`config.mk`:
```
export PLATFORM = sky130hd
export DESIGN_NAME = bcd_conv
export DESIGN_NICKNAME = d
export VERILOG_FILES = /design/src/rtl/bcd_conv_pkg.sv /design/src/rtl/bcd_conv_dd_adj.sv /design/src/rtl/bcd_conv.sv
export SDC_FILE = /design/constraint.sdc
export NUM_CORES = 1
export LEC_CHECK = 0
export ABC_CLOCK_PERIOD_IN_PS = 4400
export CORE_UTILIZATION = 35
export CTS_CLUSTER_SIZE = 12
export DETAILED_ROUTE_END_ITERATION = 8
export DONT_BUFFER_PORTS = 1
export GPL_ROUTABILITY_DRIVEN = 0
export PLACE_DENSITY_LB_ADDON = 0.15
export SLEW_MARGIN = 40
export SYNTH_ARGS = -nofsm -noshare
export SYNTH_HDL_FRONTEND = slang
export SYNTH_SLANG_ARGS = --single-unit
```
`constraint.sdc`:
```
create_clock -name clk -period 4.4 [get_ports clk]
set_clock_uncertainty 0.2 [all_clocks]
set_input_delay 0.66 -clock clk [delete_from_list [all_inputs] [get_ports clk]]
set_output_delay 0.66 -clock clk [all_outputs]
set_load 0.005 [all_outputs]
```
`src/rtl/bcd_conv_pkg.sv`:
```
// ---------------------------------------------------------------------------
// bcd_conv_pkg
// Shared definitions for the sequential binary-to-BCD converter:
//   - state_t     : converter FSM states (IDLE, SHIFT, DONE)
//   - bcd_digits  : number of BCD digits needed for an n-bit binary value
//   - SEG7_TABLE  : seven-segment codes, active-high, bit order gfedcba,
//                   indexed by BCD digit value (10..15 blank)
// ---------------------------------------------------------------------------
package bcd_conv_pkg;

   typedef enum logic [1:0] {
      IDLE  = 2'd0,
      SHIFT = 2'd1,
      DONE  = 2'd2
   } state_t;

   // (n+2)/3 digits always cover 2^n-1 because each digit holds more than
   // three bits worth of range; it is not the minimum for every n.
   function automatic int bcd_digits(input int n);
      return (n + 2) / 3;
   endfunction

   // Entry 15 is the leftmost element, entry 0 the rightmost.
   localparam logic [15:0][6:0] SEG7_TABLE = {
      7'b0000000, 7'b0000000, 7'b0000000,   // 15, 14, 13
      7'b0000000, 7'b0000000, 7'b0000000,   // 12, 11, 10
      7'b1101111,                           // 9
      7'b1111111,                           // 8
      7'b0000111,                           // 7
      7'b1111101,                           // 6
      7'b1101101,                           // 5
      7'b1100110,                           // 4
      7'b1001111,                           // 3
      7'b1011011,                           // 2
      7'b0000110,                           // 1
      7'b0111111                            // 0
   };

endpackage

```
`src/rtl/bcd_conv_dd_adj.sv`:
```
// ---------------------------------------------------------------------------
// dd_adj
// Combinational double-dabble digit correction: adds 3 to a BCD digit when it
// is 5 or more, so that the following left shift carries into the next digit
// exactly when the doubled value reaches 10.
//   d : input digit (always 0..9 in normal use)
//   q : corrected digit, truncated to 4 bits (cannot overflow for d <= 9)
// ---------------------------------------------------------------------------
module dd_adj (
   input  logic [3:0] d,
   output logic [3:0] q
);

   always_comb begin
      q = d;
      if (d >= 4'd5) begin
         q = d + 4'd3;
      end
   end

endmodule

```
`src/rtl/bcd_conv.sv`:
```
// ---------------------------------------------------------------------------
// bcd_conv
// Sequential binary-to-BCD converter (shift-and-add-3). An accepted start
// captures `bin`, the value is shifted in MSB-first over N cycles, and the
// packed BCD result is published with a one-cycle `done` pulse.
//
// Ports:
//   clk   : clock, rising edge
//   rst   : synchronous, active-low reset
//   start : conversion request, honoured only in IDLE or DONE
//   bin   : N-bit binary input, captured on an accepted start
//   busy  : high while shifting
//   done  : one-cycle pulse when bcd is updated
//   bcd   : packed BCD result, digit 0 in [3:0]; holds the last result
//   count : shift steps completed in the current conversion
//   seg   : seven-segment codes per digit (only when SEG7_EN is defined)
//
// Build option: define SEG7_EN to add the registered seven-segment output.
// ---------------------------------------------------------------------------
module bcd_conv
   import bcd_conv_pkg::*;
#(
   parameter  int N      = 4,
   localparam int DIGITS = bcd_digits(N),
   localparam int CW     = $clog2(N + 1)
) (
   input  logic                  clk,
   input  logic                  rst,
   input  logic                  start,
   input  logic [N-1:0]          bin,
   output logic                  busy,
   output logic                  done,
   output logic [4*DIGITS-1:0]   bcd,
   output logic [CW-1:0]         count
`ifdef SEG7_EN
   ,
   output logic [7*DIGITS-1:0]   seg
`endif
);

   localparam logic [CW-1:0] LAST_STEP = CW'(N - 1);

   state_t                state_q, state_d;
   logic [N-1:0]          shreg_q, shreg_d;
   logic [4*DIGITS-1:0]   scratch_q, scratch_d;
   logic [4*DIGITS-1:0]   bcd_q, bcd_d;
   logic [CW-1:0]         count_q, count_d;

   logic [4*DIGITS-1:0]   scratch_adj;
   logic [4*DIGITS-1:0]   step_bcd;
   logic                  enter_done;

   genvar gi;
   generate
      for (gi = 0; gi < DIGITS; gi++) begin : g_adj
         dd_adj u_adj (
            .d (scratch_q[4*gi +: 4]),
            .q (scratch_adj[4*gi +: 4])
         );
      end
   endgenerate

   // Adjusted digits shift left by one, taking the next binary bit (MSB first).
   assign step_bcd   = {scratch_adj[4*DIGITS-2:0], shreg_q[N-1]};
   assign enter_done = (state_q == SHIFT) && (count_q == LAST_STEP);

   always_comb begin
      state_d   = state_q;
      shreg_d   = shreg_q;
      scratch_d = scratch_q;
      bcd_d     = bcd_q;
      count_d   = count_q;

      case (state_q)
         IDLE: begin
            if (start) begin
               state_d   = SHIFT;
               shreg_d   = bin;
               scratch_d = '0;
               count_d   = '0;
            end
         end
         SHIFT: begin
            scratch_d = step_bcd;
            shreg_d   = shreg_q << 1;
            count_d   = count_q + CW'(1);
            if (enter_done) begin
               state_d = DONE;
               bcd_d   = step_bcd;
            end
         end
         DONE: begin
            if (start) begin
               state_d   = SHIFT;
               shreg_d   = bin;
               scratch_d = '0;
               count_d   = '0;
            end else begin
               state_d = IDLE;
            end
         end
         default: begin
            state_d = IDLE;
         end
      endcase
   end

   always_ff @(posedge clk) begin
      if (!rst) begin
         state_q   <= IDLE;
         shreg_q   <= '0;
         scratch_q <= '0;
         bcd_q     <= '0;
         count_q   <= '0;
      end else begin
         state_q   <= state_d;
         shreg_q   <= shreg_d;
         scratch_q <= scratch_d;
         bcd_q     <= bcd_d;
         count_q   <= count_d;
      end
   end

   assign busy  = (state_q == SHIFT);
   assign done  = (state_q == DONE);
   assign bcd   = bcd_q;
   assign count = count_q;

`ifdef SEG7_EN
   logic [7*DIGITS-1:0] seg_q, seg_d;
   logic [7*DIGITS-1:0] seg_dec;

   // Decode the value being written into bcd so both registers update together.
   generate
      for (gi = 0; gi < DIGITS; gi++) begin : g_seg
         assign seg_dec[7*gi +: 7] = SEG7_TABLE[step_bcd[4*gi +: 4]];
      end
   endgenerate

   always_comb begin
      seg_d = seg_q;
      if (enter_done) begin
         seg_d = seg_dec;
      end
   end

   always_ff @(posedge clk) begin
      if (!rst) begin
         seg_q <= {DIGITS{SEG7_TABLE[0]}};
      end else begin
         seg_q <= seg_d;
      end
   end

   assign seg = seg_q;
`endif

endmodule

```
-- After elaboration in Yosys (flattened, before gate mapping)
Index checks and enable logic that the tools add are counted.
- add/sub/neg operators: 3
- magnitude comparators: 2
- equality and inequality tests: 6
- muxes and demuxes: 12
- reduce and logical (&&, ||, !) cells: 7
- operators with widths (kind ; count):
    $pmux 8 s2 ; 1
    $ge 4x3->1 const B ; 2
    $mux 4 ; 2
    $mux 8 ; 1
    $pmux 4 s2 ; 1
    $mux 3 ; 2
    $pmux 2 s3 ; 1
    $pmux 3 s2 ; 1
    $reduce_and 2->1 ; 3
    $add 4x2->4 const B ; 1
    $mux 2 ; 2
    $ne 2x1->1 const B ; 2
    $add 3x1->3 const B ; 1
    $add 3x2->3 const B ; 1
    $eq 3x2->1 const B ; 1
    $eq 2x1->1 const B ; 1
    $eq 2x2->1 const B ; 1
    $logic_not 2->1 ; 1
    $ne 2x2->1 const B ; 1
    $reduce_bool 2->1 ; 1
    $reduce_or 2->1 ; 1
    $logic_and 1x1->1 ; 1
    $mux 1 ; 1
- flip-flop bits (word level): 25
- input port bits: 7
- output and inout port bits: 13
- word-level logic and storage cells: 35

-- Longest topological paths before layout
- depth after elaboration: 4
- depth in mapped cells: 8
- mapped depth without buffers: 6

-- By module
A second synthesis with hierarchy kept.
- cell total of the unflattened synthesis: 148
- area total of the unflattened synthesis: 1278.7 sq um
- modules (own cells, without submodules) (module ; times used ; cells an instance ; area an instance (sq um)):
    bcd_conv ; 1 ; 116 ; 1076.0
    dd_adj ; 2 ; 16 ; 101.3

-- Worst setup path after synthesis
No wires, ideal clock.
- path kind: flip-flop to flip-flop
- start point: reg scratch_q[0]
- end point: reg bcd_q[2] (netlist: bcd[2])
- library setup time: 0.074 ns
- arrival: 1.371 ns
- data required time: 4.126 ns
- path slack: 2.755 ns
- cell stages (with the launch flop): 7
- path buffers: 0
- period minus slack after synthesis: 1.645 ns
- cells stage by stage: dfxtp_1 inv_1 ha_1 nand2b_1 a21oi_1 mux2_2 o21ai_0
- cells in the longest elaborated chain, start to end: 2
- elaborated cells between the ends (all ways): 3
- classes of those cells: add/sub (1); order compare (1); mux (1)
- ends and longest elaborated chain (element ; RTL line ; text):
    from (decl) ; bcd_conv.sv:45 ; logic [4*DIGITS-1:0] scratch_q, scratch_d;
    from (signal assigned) ; bcd_conv.sv:118 ; scratch_q <= scratch_d;
    $add 4x2->4 / $ge 4x3->1 (equally long branches) ; bcd_conv_dd_adj.sv:17, bcd_conv_dd_adj.sv:16 ;
    $mux 4 (*) ; bcd_conv_dd_adj.sv:16 ; if (d >= 4'd5) begin
    to (signal assigned) ; bcd_conv.sv:113 ; bcd_q <= '0;
    to (signal assigned) ; bcd_conv.sv:119 ; bcd_q <= bcd_d;
    to (decl) ; bcd_conv.sv:46 ; logic [4*DIGITS-1:0] bcd_q, bcd_d;
Every way passes the cells marked *; elsewhere a longest branch is shown, timed or not.
A chain may end at the register's enable or synchronous reset.

-- Worst setup path in the final report
- start point: reg state_q[0]
- end point: out busy
- cells in the longest elaborated chain, start to end: 1
- ends and longest elaborated chain (element ; RTL line ; text):
    from (decl) ; bcd_conv.sv:43 ; state_t state_q, state_d;
    from (signal assigned) ; bcd_conv.sv:116 ; state_q <= state_d;
    $eq 2x1->1 ; bcd_conv.sv:124 ; assign busy = (state_q == SHIFT);
    to (decl) ; bcd_conv.sv:31 ; output logic busy,
Every way passes these cells.

==> results_dict.tcl <==
set metrics [dict create \
    syn_avg_cell_area_um2 8.939 \
    synth-main-ff-cell "dfxtp_1" \
    fillers 340 \
    setup_violations 0 \
    synth-seq-cells 25 \
    nNetsFinal 143 \
    cp_cell_sequence "nand2b_4, inv_2" \
    dp_hpwl_um 1662 \
    hold_violations 0 \
    cts_tree "built" \
    grt_usage_pct 13.97 \
    outcome "finished, final reports clean" \
    worst-path-buf-inv 1 \
    critPathRequiredTime_ns 3.54 \
    cp.arrival_ns 1.21 \
    wire_per_inst_um 13.35 \
    rsz0062_at_grt "no" \
    critPathLaunchType "flop" \
    fp.dieH_um 60.06 \
    n_antenna_cell 0 \
    grt_start_max_net_pins 27 \
    placedCellCount 169 \
    numPortBuffers 0 \
    critPathTopFamily "flip-flops" \
    cts_hold_buf 0 \
    max_freq_mhz 483.7 \
    synth_area_mm2 0.001180 \
    cts_made_buffers 3 \
    synth_most_common_cell "dfxtp_1" \
    maxSlewHeadroom_pct 76.59 \
    areaGrowthSynthToFinish_pct 3.076 \
    critPathKind "flop to output port" \
    critPathCaptureType "output port" \
    finalCritPeriodShare_pct 46.99 \
    synth.distinct_cells 31 \
    clock_latency_ns 0.32 \
    fin_setup_tns_ns 0 \
    synth-async-reset-ratio_pct 0 \
    maxCapViolations 0 \
    power_density_mw_per_mm2 305.1 \
    synthTopCellsByArea "dfxtp_1 42%, o21ai_0 6.8%, ha_1 6.4%" \
    drv_slew 0 \
    power_leakage_nw 0.4604 \
    die-area_mm2 0.003607 \
    worst_slew_pin_slew_ns 0.3507 \
    ys_seq_area_share_pct 42.42 \
    root_buffer "clkbuf_4" \
    drt_iter0_drc 61 \
    max_stage_delay_ns 0.55 \
    syn_inst 132 \
    fin_util_pct 38.88 \
    layout.cells.non_filler 173 \
    synth_area_leader_cell "dfxtp_1" \
    overflow 0 \
    h-tree-depth 1 \
    die_w_um 60.06 \
    fin_area_mm2 0.001216 \
    detailedRoute.firstPassIterationCount 4 \
    synth_edf_count 0 \
    start_util_pct 37.72 \
    core_area_mm2 0.003128 \
    cts_max_path_buffers 2 \
    ir_drop_uv 92.72 \
    io_pins 20 \
    slowest_stage "dfxtp_1" \
    syn_nets 145 \
    ant_nets 0 \
    synth_top_area_share_pct 42.42 \
    via_count 851 \
    post_cts_resized 0 \
    period_minus_slack_ns 2.067 \
    rows 20 \
    drive_above_1_share_pct 9.302 \
    placed_area_mm2 0.001189 \
    ys_top_cells_by_count "25 x dfxtp_1, 16 x o21ai_0, 11 x nand3_1, 10 x nand2_1, 9 x a21oi_1" \
    antenna_found_initial 0 \
    routed_wl_um 2310 \
    viasPerCell 4.919 \
    cp_max_fo 11 \
    grt_pass1_vias 780 \
    drc_errors 0 \
    fin_hold_ws_ns 0.2574 \
    hp-class "input port to flop" \
    ys_warn_count 0 \
    grt_pass1_wl_um 3739 \
    cts_setup_buffers 0 \
    clock-sinks 25 \
    clk_pin_slew_worst_paths_ns 0.13 \
]
## path summary, 6_finish.rpt
kind                startpoint            to  slack (ns)  depth (start not counted)
hold / removal             rst    state_q[0]        0.26                          1
setup / recovery    state_q[0]          busy        2.33                          2
hold reg to reg   scratch_q[5]  scratch_q[5]        0.29                          2
setup reg to reg  scratch_q[1]        bcd[2]        2.55                          6
## per-stage QoR
| step | total power (W) | worst slack, ns |
|---|---|---|
| after floorplan | 0.0002746 | 2.755 |
| after global placement | 0.0002735 | 2.616 |
| after detailed placement | 0.0002743 | 2.573 |
| after CTS | 0.0003767 | 2.317 |
| after global routing | 0.0003895 | 2.248 |
| final | 0.0003710 | 2.333 |
## placed cells by master (no fill, tap or decap)
master,netlist,routed
nor2b_1,4,4
a22oi_1,2,2
nand2_1,10,10
clkbuf_4,0,3
mux2i_1,4,4
o21ai_0,16,16
nor2_1,5,5
nor3_1,2,2
and2_2,1,1
inv_1,6,6
nand2b_1,2,2
and2_1,2,2
and2b_4,1,1
o211a_1,3,3
inv_2,1,1
nand3_1,11,11
xnor2_1,2,2
ha_1,6,6
dfxtp_1,25,25
mux2_2,2,2
a21oi_1,9,9
o21a_1,1,1
a21boi_0,4,4
and2b_2,1,1
clkinv_2,0,1
nor2_4,1,1
nor3b_1,2,2
nand2b_4,1,1
or2_0,1,1
## kinds of logic after synthesis
group                      count (synthesis)  share of synthesized area, %
adders and majority gates                  6                         6.363
xor gates and xnor gates                   2                         1.485
muxes                                      6                         5.302
DFF                                       25                         42.42
and+or+nand+nor                           44                         20.68
buffers and inverters                     14                         6.150
AOI/OAI and AO/OA                         35                         17.60
## state kept, by name (all words and copies together), names as in the netlist
register   count
scratch_q      8
shreg_q        4
bcd            8
count          3
state_q        2
## routing by layer
| layer | part of all wire, % | global-route usage (%) | wire length, µm | vias up |
|---|---|---|---|---|
| met4 | 1.1 | 3.987 | 25 | 0 |
| met5 | 0 | 0 | 0 | - |
| met1 | 52 | 19.44 | 1192 | 382 |
| li1 | - | - | - | 447 |
| met2 | 42 | 21.27 | 976 | 18 |
| met3 | 5.0 | 3.463 | 115 | 4 |
## area by class of cell
type / count / area (µm²) / area share, %
well taps: 44 / 55.05 / 4.527
multi-input cells: 93 / 606.8 / 49.90
inverters: 7 / 26.28 / 2.160
clock inverters: 1 / 5.005 / 0.4115
flip-flops and latches: 25 / 500.5 / 41.15
clock buffers: 3 / 22.52 / 1.852
## power breakdown
part,switching (W),internal (W),total [W]
clock,0.0000682,0.0000340,0.000102
combinational,0.0000168,0.0000136,0.0000304
sequential,0.00000603,0.000232,0.000238
Power figures use the tool's default switching activity.
